## src/rtl/cvbs_pkg.sv

```systemverilog
// Shared types and constants for the composite video mixer.
// Holds the line-timing state encoding and the luma/chroma scaling helpers.
package cvbs_pkg;

    typedef enum logic [1:0] {
        ST_IDLE   = 2'd0,
        ST_SYNC   = 2'd1,
        ST_BPORCH = 2'd2,
        ST_ACTIVE = 2'd3
    } cvbs_state_t;

    localparam int         CNT_W      = 12;
    localparam logic [7:0] LUMA_GAIN  = 8'd183;
    localparam logic [8:0] CHROMA_OFS = 9'd128;

    // Luma scaled so full-scale Y fits between blank and DAC full scale.
    function automatic logic [7:0] luma_term(input logic [7:0] y);
        logic [15:0] p;
        p = {8'd0, y} * {8'd0, LUMA_GAIN};
        return p[15:8];
    endfunction

    // Offset-binary chroma re-centred on zero and halved (arithmetic shift).
    function automatic logic signed [9:0] chroma_term(input logic [7:0] c);
        logic signed [9:0] d;
        d = $signed({2'b00, c}) - $signed({1'b0, CHROMA_OFS});
        return d >>> 1;
    endfunction

endpackage

```

## src/rtl/cvbs_sat.sv

```systemverilog
// Clamp of the signed composite sum into the unsigned 8-bit DAC range.
// Purely combinational; the caller registers the result.
module cvbs_sat
    import cvbs_pkg::*;
(
    input  logic signed [9:0] sum,
    output logic [7:0]        code
);

    // Bit 9 flags a negative sum, bit 8 (with bit 9 clear) a sum above 255.
    always_comb begin
        if (sum[9]) begin
            code = 8'd0;
        end else if (sum[8]) begin
            code = 8'd255;
        end else begin
            code = sum[7:0];
        end
    end

endmodule

```

## src/rtl/cvbs_mix.sv

```systemverilog
// Composite video mixer: 3-stage pipeline (register, sum, clamp) with line-timing FSM.
// Chroma is added only when CVBS_CHROMA_EN is defined; otherwise output is monochrome.
module cvbs_mix
    import cvbs_pkg::*;
#(
    parameter logic [7:0] BLANK_LVL = 8'd72,
    parameter int         BP_LEN    = 240,
    parameter int         LINE_TMO  = 4095
) (
    input  logic        clk,
    input  logic        reset,
    input  logic [23:0] din,
    input  logic        hsync,
    input  logic        vsync,
    input  logic        csync,
    output logic [7:0]  cvbs_o,
    output logic        hsync_o,
    output logic        vsync_o,
    output logic        csync_o,
    output logic        lost_o,
    output logic [1:0]  state_o
);

    localparam logic [CNT_W-1:0] LINE_CAP = CNT_W'(LINE_TMO);
    localparam logic [CNT_W-1:0] BP_LAST  = CNT_W'(BP_LEN - 1);
    localparam logic signed [9:0] BLANK10 = {2'b00, BLANK_LVL};

    logic [7:0] y_s1;
    logic       hs_s1, vs_s1, cs_s1, cs_prev;
`ifdef CVBS_CHROMA_EN
    logic [7:0] c_s1;
    logic       unused_din;
    assign unused_din = ^din[7:0];
`else
    logic       unused_din;
    assign unused_din = ^{din[23:16], din[7:0]};
`endif

    // Stage 1: input register plus previous csync for edge detection.
    always_ff @(posedge clk) begin
        if (reset) begin
            y_s1    <= '0;
            hs_s1   <= 1'b0;
            vs_s1   <= 1'b0;
            cs_s1   <= 1'b0;
            cs_prev <= 1'b0;
`ifdef CVBS_CHROMA_EN
            c_s1    <= '0;
`endif
        end else begin
            y_s1    <= din[15:8];
            hs_s1   <= hsync;
            vs_s1   <= vsync;
            cs_s1   <= csync;
            cs_prev <= cs_s1;
`ifdef CVBS_CHROMA_EN
            c_s1    <= din[23:16];
`endif
        end
    end

    cvbs_state_t      state_q, state_d;
    logic [CNT_W-1:0] line_q, line_d, porch_q, porch_d;
    logic             lost_q, lost_d;
    logic             cs_rise, cs_fall, tmo;

    assign cs_rise = cs_s1 & ~cs_prev;
    assign cs_fall = ~cs_s1 & cs_prev;
    assign state_o = state_q;

    always_ff @(posedge clk) begin
        if (reset) begin
            state_q <= ST_IDLE;
            line_q  <= '0;
            porch_q <= '0;
            lost_q  <= 1'b1;
        end else begin
            state_q <= state_d;
            line_q  <= line_d;
            porch_q <= porch_d;
            lost_q  <= lost_d;
        end
    end

    // state_d is the state of the sample now in stage 1; it drives the stage-2 sum.
    always_comb begin
        state_d = state_q;
        line_d  = line_q;
        porch_d = porch_q;
        lost_d  = lost_q;
        tmo     = 1'b0;

        if (cs_rise) begin
            line_d = '0;
        end else if (line_q != LINE_CAP) begin
            line_d = line_q + CNT_W'(1);
        end
        tmo = !cs_rise && (line_d == LINE_CAP);

        case (state_q)
            ST_SYNC: begin
                if (cs_fall) begin
                    state_d = ST_BPORCH;
                    porch_d = '0;
                end
            end
            ST_BPORCH: begin
                if (porch_q == BP_LAST) begin
                    state_d = ST_ACTIVE;
                end else begin
                    porch_d = porch_q + CNT_W'(1);
                end
            end
            default: ;
        endcase

        if (tmo) begin
            state_d = ST_IDLE;
            lost_d  = 1'b1;
        end
        if (cs_rise) begin
            state_d = ST_SYNC;
            lost_d  = 1'b0;
        end
    end

    logic signed [9:0] l10, k10, sum_d, sum_q;
    assign l10 = {2'b00, luma_term(y_s1)};
`ifdef CVBS_CHROMA_EN
    assign k10 = chroma_term(c_s1);
`else
    assign k10 = '0;
`endif

    always_comb begin
        sum_d = BLANK10;
        case (state_d)
            ST_SYNC:   sum_d = '0;
            ST_BPORCH: sum_d = BLANK10 + k10;
            ST_ACTIVE: if (!vs_s1) sum_d = BLANK10 + l10 + k10;
            default:   ;
        endcase
    end

    logic hs_s2, vs_s2, cs_s2;
    logic [7:0] sat_code;

    always_ff @(posedge clk) begin
        if (reset) begin
            sum_q <= BLANK10;
            hs_s2 <= 1'b0;
            vs_s2 <= 1'b0;
            cs_s2 <= 1'b0;
        end else begin
            sum_q <= sum_d;
            hs_s2 <= hs_s1;
            vs_s2 <= vs_s1;
            cs_s2 <= cs_s1;
        end
    end

    cvbs_sat u_sat (
        .sum  (sum_q),
        .code (sat_code)
    );

    // Stage 3: clamp result and the matching sync/lock flags.
    always_ff @(posedge clk) begin
        if (reset) begin
            cvbs_o  <= BLANK_LVL;
            hsync_o <= 1'b0;
            vsync_o <= 1'b0;
            csync_o <= 1'b0;
            lost_o  <= 1'b1;
        end else begin
            cvbs_o  <= sat_code;
            hsync_o <= hs_s2;
            vsync_o <= vs_s2;
            csync_o <= cs_s2;
            lost_o  <= lost_q;
        end
    end

endmodule
```

## config.mk

```make
export PLATFORM = sky130hd
export DESIGN_NAME = cvbs_mix
export DESIGN_NICKNAME = d
export VERILOG_FILES = /design/src/rtl/cvbs_pkg.sv /design/src/rtl/cvbs_sat.sv /design/src/rtl/cvbs_mix.sv
export SDC_FILE = /design/constraint.sdc
export NUM_CORES = 1
export LEC_CHECK = 0
export BUFFER_PORTS_ARGS = -buffer_cell sky130_fd_sc_hd__buf_4
export CAP_MARGIN = 30
export CORE_AREA = 2 2 82 84
export DETAILED_ROUTE_END_ITERATION = 6
export DIE_AREA = 0 0 84 86
export PLACE_DENSITY = 0.84
export SYNTH_ARGS = -nofsm -noshare
export SYNTH_HDL_FRONTEND = slang
export SYNTH_SLANG_ARGS = --single-unit
```

## constraint.sdc

```tcl
create_clock -name clk -period 11.4 [get_ports clk]
set_input_delay 1.14 -clock clk [delete_from_list [all_inputs] [get_ports clk]]
set_output_delay 1.14 -clock clk [all_outputs]
set_load 0.005 [all_outputs]
```

---- After elaboration in Yosys (flattened, before gate mapping) ----
Index checks and enable logic that the tools add are counted.
cells by class
  equal/unequal tests ..................... 9
  mux-type cells .......................... 16
  add/subtract/negate cells ............... 3
  reductions and logical operators ........ 6
  bitwise operators ....................... 4
  multiply operators ...................... 1
operators with widths
  operator               count
  $mux 12                4
  $add 12x1->12 const B  2
  $pmux 12 s2            1
  $pmux 9 s2             1
  $mul 8x8->16 const B   1
  $eq 12x12->1 const B   1
  $eq 12x8->1 const B    1
  $ne 12x12->1 const B   1
  $add 7x8->9 const A    1
  $mux 9                 1
  $mux 2                 4
  $mux 8                 1
  $mux 7                 1
  $eq 2x1->1 const B     2
  $eq 2x2->1 const B     2
  $ne 2x2->1 const B     2
  $pmux 2 s2             1
  $reduce_bool 2->1      2
  $reduce_and 3->1       1
  $and 1x1->1            2
  $mux 1                 2
  $not 1->1              2
  $reduce_or 2->1        1
  $logic_and 1x1->1      1
  $logic_not 1->1        1
storage, ports and cells
  word-level logic and storage cells ...... 57
  output and inout bits ................... 14
  input bits .............................. 29
  register bits after elaboration ......... 63

---- Depth between registers and ports, before layout ----
  word-level depth ........................ 9
  mapped depth ............................ 22
  depth with buffers taken out ............ 22

---- Hierarchy ----
From an unflattened synthesis, not the netlist that was laid out.
unflattened totals
  cells, all modules ...................... 459
  area total of the unflattened synthesis .. 4281.6 um^2
modules (own cells, without submodules)
  module    seq. area each (um^2)  times used  area an instance (um^2)  cells an instance
  cvbs_mix  1241.2                 1           4190.3                   450
  cvbs_sat  0.0                    1           91.3                     9

---- Worst setup path after synthesis ----
Ideal clock, no wire load.
  path type ............................... register to register
  from .................................... reg y_s1[7]
  to ...................................... reg sum_q[7]
  path slack .............................. 6.701 ns
  library setup time ...................... 0.080 ns
  cell stages (with the launch flop) ...... 21
  buffers on the path ..................... 0
  clock period less this slack ............ 4.699 ns
  data arrival time ....................... 4.619 ns
  required time ........................... 11.320 ns
  cells stage by stage .................... dfxtp_1 ha_1 fa_1 inv_1 fa_1 fa_1 inv_1 ha_1 a21oi_1 nand2_1 a21o_1 o21a_1 nor2_1 xnor2_1 ha_1 nor3b_1 a21oi_1 o211ai_1 a311oi_1 a21oi_1 nor3b_1
on the way
  cells in the longest elaborated chain, start to end .. 4
ends and longest elaborated chain
  element                   RTL line         source
  start: declaration        cvbs_mix.sv:28   logic [7:0] y_s1;
  start signal: assignment  cvbs_mix.sv:51   y_s1 <= din[15:8];
  $mul 8x8->16              cvbs_pkg.sv:19   p = {8'd0, y} * {8'd0, LUMA_GAIN};
  $add 7x8->9               cvbs_mix.sv:140  ST_ACTIVE: if (!vs_s1) sum_d = BLANK10 + l10 + k10;
  $mux 9                    cvbs_mix.sv:140
  $pmux 9 s2                cvbs_mix.sv:137  case (state_d)
  end signal: assignment    cvbs_mix.sv:155  sum_q <= sum_d;
  end: declaration          cvbs_mix.sv:127  logic signed [9:0] l10, k10, sum_d, sum_q;
No other way between the ends.
A chain may end at the register's enable or synchronous reset.

---- Worst setup path after layout ----
Same ends and word-level chain as after synthesis.

==> impl_table.tex <==
\begin{tabular}{lr}
\hline
Metric & Value \\
\hline
\multicolumn{2}{l}{\textbf{STA}} \\
Clock period minus worst slack & 5.293 ns \\
Slew Limit Headroom & 0.5645 \\
Slew at the pin closest to its max-slew limit & 0.6473 ns \\
Achievable Freq & 188.9 MHz \\
Setup-violating endpoint count in the final report & 0 \\
Setup repair after global routing missed its margin & no \\
Final critical-path setup slack & 6.107 ns \\
Final number of hold-violating endpoints & 0 \\
Fraction of the cycle the final worst path needs & 0.4643 \\
Worst-case clock skew & 0.007146 ns \\
Fin. max-slew vios & 0 \\
Aggregate negative setup slack & 0 ns \\
\multicolumn{2}{l}{\textbf{GRT}} \\
Vias in the first global route & 3064 \\
Overall track demand over capacity in global routing & 0.2316 \\
Global-route wire length before repair & 13510 µm \\
Global routing met2 resource utilization & 0.4051 \\
Grt ovf & 0 \\
Initial antenna violation count & 0 \\
Met1 track demand over resource in global routing & 0.2858 \\
Largest net degree at the start of global routing & 36 \\
Most heavily used metal layer in global routing & met2 \\
Met3 GRT Util & 0.05005 \\
\multicolumn{2}{l}{\textbf{Synth}} \\
Register bit total from synthesis & 62 \\
Most common cell in the synthesized netlist & dfxtp\_1 \\
Leading cell types by total area after synthesis & dfxtp\_1 (32\%), ha\_1 (14\%), fa\_1 (9.7\%), inv\_1 (4.8\%), nor2\_1 (4.4\%) \\
Post-Synthesis Cells & 433 \\
Syn. warnings & 0 \\
Flip-flop cell with the highest count after synthesis & dfxtp\_1 \\
Cell taking the most area after synthesis & dfxtp\_1 \\
Top cells by instance count after synthesis & dfxtp\_1 (62), inv\_1 (50), nor2\_1 (46) \\
Number of library cell types mapped by synthesis & 56 \\
Average size of a mapped cell & 9.056 µm² \\
Sequential share of the synthesized area & 0.3165 \\
EDFF count, synth & 0 \\
Proportion of register bits with asynchronous set or reset after synthesis & 0 \\
Net count of the mapped netlist & 526 \\
Cell area after synthesis & 3921 µm² \\
Share of the synthesized area in the top cell type & 0.3165 \\
\multicolumn{2}{l}{\textbf{CTS}} \\
Number of instances resized during post-cts repair & 0 \\
Number of buffers added for setup after CTS & 0 \\
Clock latency reported for the late side of the worst-skew pair & 0.33 ns \\
Clock buffers created by TritonCTS & 9 \\
Number of sinks on the clock net & 62 \\
CTS clock-pin slew for the worst setup and hold paths & 0.06 ns \\
Clock root buffer & clkbuf\_8 \\
H-Tree Depth & 3 \\
Hold\_buf cts & 0 \\
Maximum root-to-sink buffer count & 2 \\
Clock tree from TritonCTS & done \\
\multicolumn{2}{l}{\textbf{Final layout}} \\
Relative area change from synthesis to final layout & 10.98\% \\
Final Instance Area & 4352 µm² \\
Share of final-layout standard cells stronger than drive strength 1 & 0.1188 \\
Share of the core filled with cells & 0.6932 \\
Non-filler cells, final & 540 \\
Antenna cell count & 0 \\
Final layout net count & 552 \\
Multi-input gate area & 2442 µm² \\
Fill count & 486 \\
Register cell area after layout & 1241 µm² \\
\multicolumn{2}{l}{\textbf{Setup path}} \\
Worst endpoint required time & 11.65 ns \\
Worst path slowest cell & fa\_1 \\
Worst Setup Start Kind & flop \\
Reg2Reg Depth & 20 \\
Origin of the critical flop-to-flop path & y\_s1[7] \\
Worst path bufs/invs & 2 \\
Crit-path max FO & 6 \\
Sequence of cells on the critical path & ha\_1 > fa\_1 > inv\_1 > fa\_1 > fa\_1 > inv\_1 > ha\_1 > a21oi\_1 > nand2\_1 > a21o\_1 > o21a\_1 > nor2\_1 > xnor2\_1 > ha\_1 > nor3b\_1 > a21oi\_1 > o211ai\_1 > a311oi\_1 > a21oi\_1 > nor3b\_1 \\
Setup slack of the most critical reg-to-reg path & 6.11 ns \\
Worst stage delay on the critical path & 0.55 ns \\
Sort of element at the end of the critical path & flop \\
Top cell family by delay on the critical path & adder cells \\
Worst EP arrival & 5.54 ns \\
Category of the most critical setup path & reg -> reg \\
Endpoint of the worst register-to-register path & sum\_q[7] \\
\multicolumn{2}{l}{\textbf{Worst hold path}} \\
Cell count of the worst hold path & 1 \\
Worst hold path startpoint & sum\_q[6] \\
Worst min path class & reg -> reg \\
WHS Endpoint & cvbs\_o[6] \\
\multicolumn{2}{l}{\textbf{Floorplanning}} \\
Height of the die & 86 µm \\
Initial core utilization & 0.6247 \\
Horizontal die dimension & 84 µm \\
Cell Rows & 29 \\
Placeable core region & 6277 µm² \\
Overall die area & 7224 µm² \\
Boundary pin count & 43 \\
\multicolumn{2}{l}{\textbf{Place}} \\
Final RePlAce weighted congestion & 0.9018 \\
Post-placement setup slack & 6.154 ns \\
Cell Count Post-Placement & 525 \\
Cell area reported after detailed placement & 4163 µm² \\
Quantity of I/O buffers inserted on ports & 26 \\
Detailed placement HPWL & 5855 µm \\
\multicolumn{2}{l}{\textbf{Run}} \\
Number of maximum-capacitance constraint violations & 0 \\
\multicolumn{2}{l}{\textbf{Route}} \\
Via count & 3010 \\
Number of optimization iterations in the first detailed-route pass & 5 \\
Routed wirelength normalized by instance count & 14.30 µm \\
Aggregate routed wire length & 7721 µm \\
Initial DRC count & 174 \\
Post-detailed-route count of antenna-violating nets & 0 \\
Remaining design rule violation count & 0 \\
Detailed-route vias per instance & 5.574 \\
\multicolumn{2}{l}{\textbf{Pwr}} \\
Leakage power total & 1.899 nW \\
Power per cell area & 131.2 nW/µm² \\
Peak supply drop & 117.4 µV \\
\multicolumn{2}{l}{\textbf{Run status}} \\
Status & completed \\
\hline
\end{tabular}
==> power by group <==
part | total [W] | internal (W) | switching [W]
logic | 0.000157 | 0.0000687 | 0.0000885
clock network | 0.000186 | 0.000105 | 0.0000809
registers | 0.000228 | 0.000222 | 0.00000604
==> worst max path at each step <==
stage	to	slack (ns)	start	cells past startpoint
4_1_cts	sum_q[7]	6.13	y_s1[7]	20
3_3_place_gp	sum_q[7]	6.37	y_s1[7]	19
5_1_grt	sum_q[7]	5.82	y_s1[7]	19
6_report	sum_q[7]	6.11	y_s1[7]	20
3_5_place_dp	sum_q[7]	6.15	y_s1[7]	20
2_1_floorplan	sum_q[7]	6.70	y_s1[7]	20
==> cells by family (layout without fill, tap and decap cells) <==
family,after synthesis,in the layout,synth area share
simple gates,159,159,0.2183
flops,62,62,0.3165
xor+xnor,20,20,0.04467
buf+inv,61,91,0.06062
compound gates,62,62,0.1063
fa+ha+maj,64,64,0.2406
mux,5,5,0.01308
==> cell type report <==
cell class | instances | share of cell area
timing repair buffer | 26 | 0.04485
multi-input combinational | 310 | 0.5612
clock inverter | 4 | 0.01093
inverter | 50 | 0.04313
clock buffer | 11 | 0.03249
tap | 77 | 0.02214
sequential | 62 | 0.2852
==> worst register-to-register path: stages (launching register included) <==
cell and delay (ns):
dfxtp_1 0.50, ha_1 0.33, fa_1 0.54, inv_1 0.05, fa_1 0.48, fa_1 0.55
inv_1 0.04, ha_1 0.36, a21oi_1 0.19, nand2_1 0.10, a21o_1 0.22, o21a_1 0.23
nor2_1 0.16, xnor2_1 0.09, ha_1 0.28, nor3b_1 0.18, a21oi_1 0.15, o211ai_1 0.11
a311oi_1 0.33, a21oi_1 0.12, nor3b_1 0.21
==> cells in the final DEF, fill, tap and decap left out, types with 2 or more instances in the layout <==
master / n
nor2_1: 46
dfxtp_1: 62
xor2_1: 8
nand4_1: 6
and3_1: 3
xnor2_1: 12
nor3_1: 10
clkinv_2: 2
nand2_1: 22
or3_1: 5
o211ai_1: 2
clkbuf_8: 10
and4_1: 2
buf_4: 26
a211oi_1: 4
nor3b_1: 3
or2_2: 4
a31oi_1: 5
a41oi_1: 2
nand3_1: 11
o21ai_0: 14
nand2b_1: 5
fa_1: 19
inv_1: 50
ha_1: 45
nor4_1: 3
mux2i_1: 4
or4_4: 2
nor2b_1: 24
and2_1: 3
a21oi_1: 18
nor4b_1: 2
a31o_2: 3
==> through the flow <==
stage	power [W]	hold WS, ns
after CTS	0.0005750	0.4123
after global placement	0.0003801	0.3936
after detailed placement	0.0003889	0.3973
final	0.0005709	0.4100
after global routing	0.0006077	0.4407
after floorplan	0.0003531	0.3844
==> layer usage <==
metal	wire, µm	share of wire
met5	0	0
met2	3761	0.49
met3	320	0.041
met1	3562	0.46
met4	76	0.0098
==> registers in the layout, summed over array words and instances (netlist names), 2 cells and up <==
signal   count
line_q      12
y_s1         8
sum_q        9
porch_q     12
cvbs_o       8
state_o      2
(Power assumes the default switching activity.)
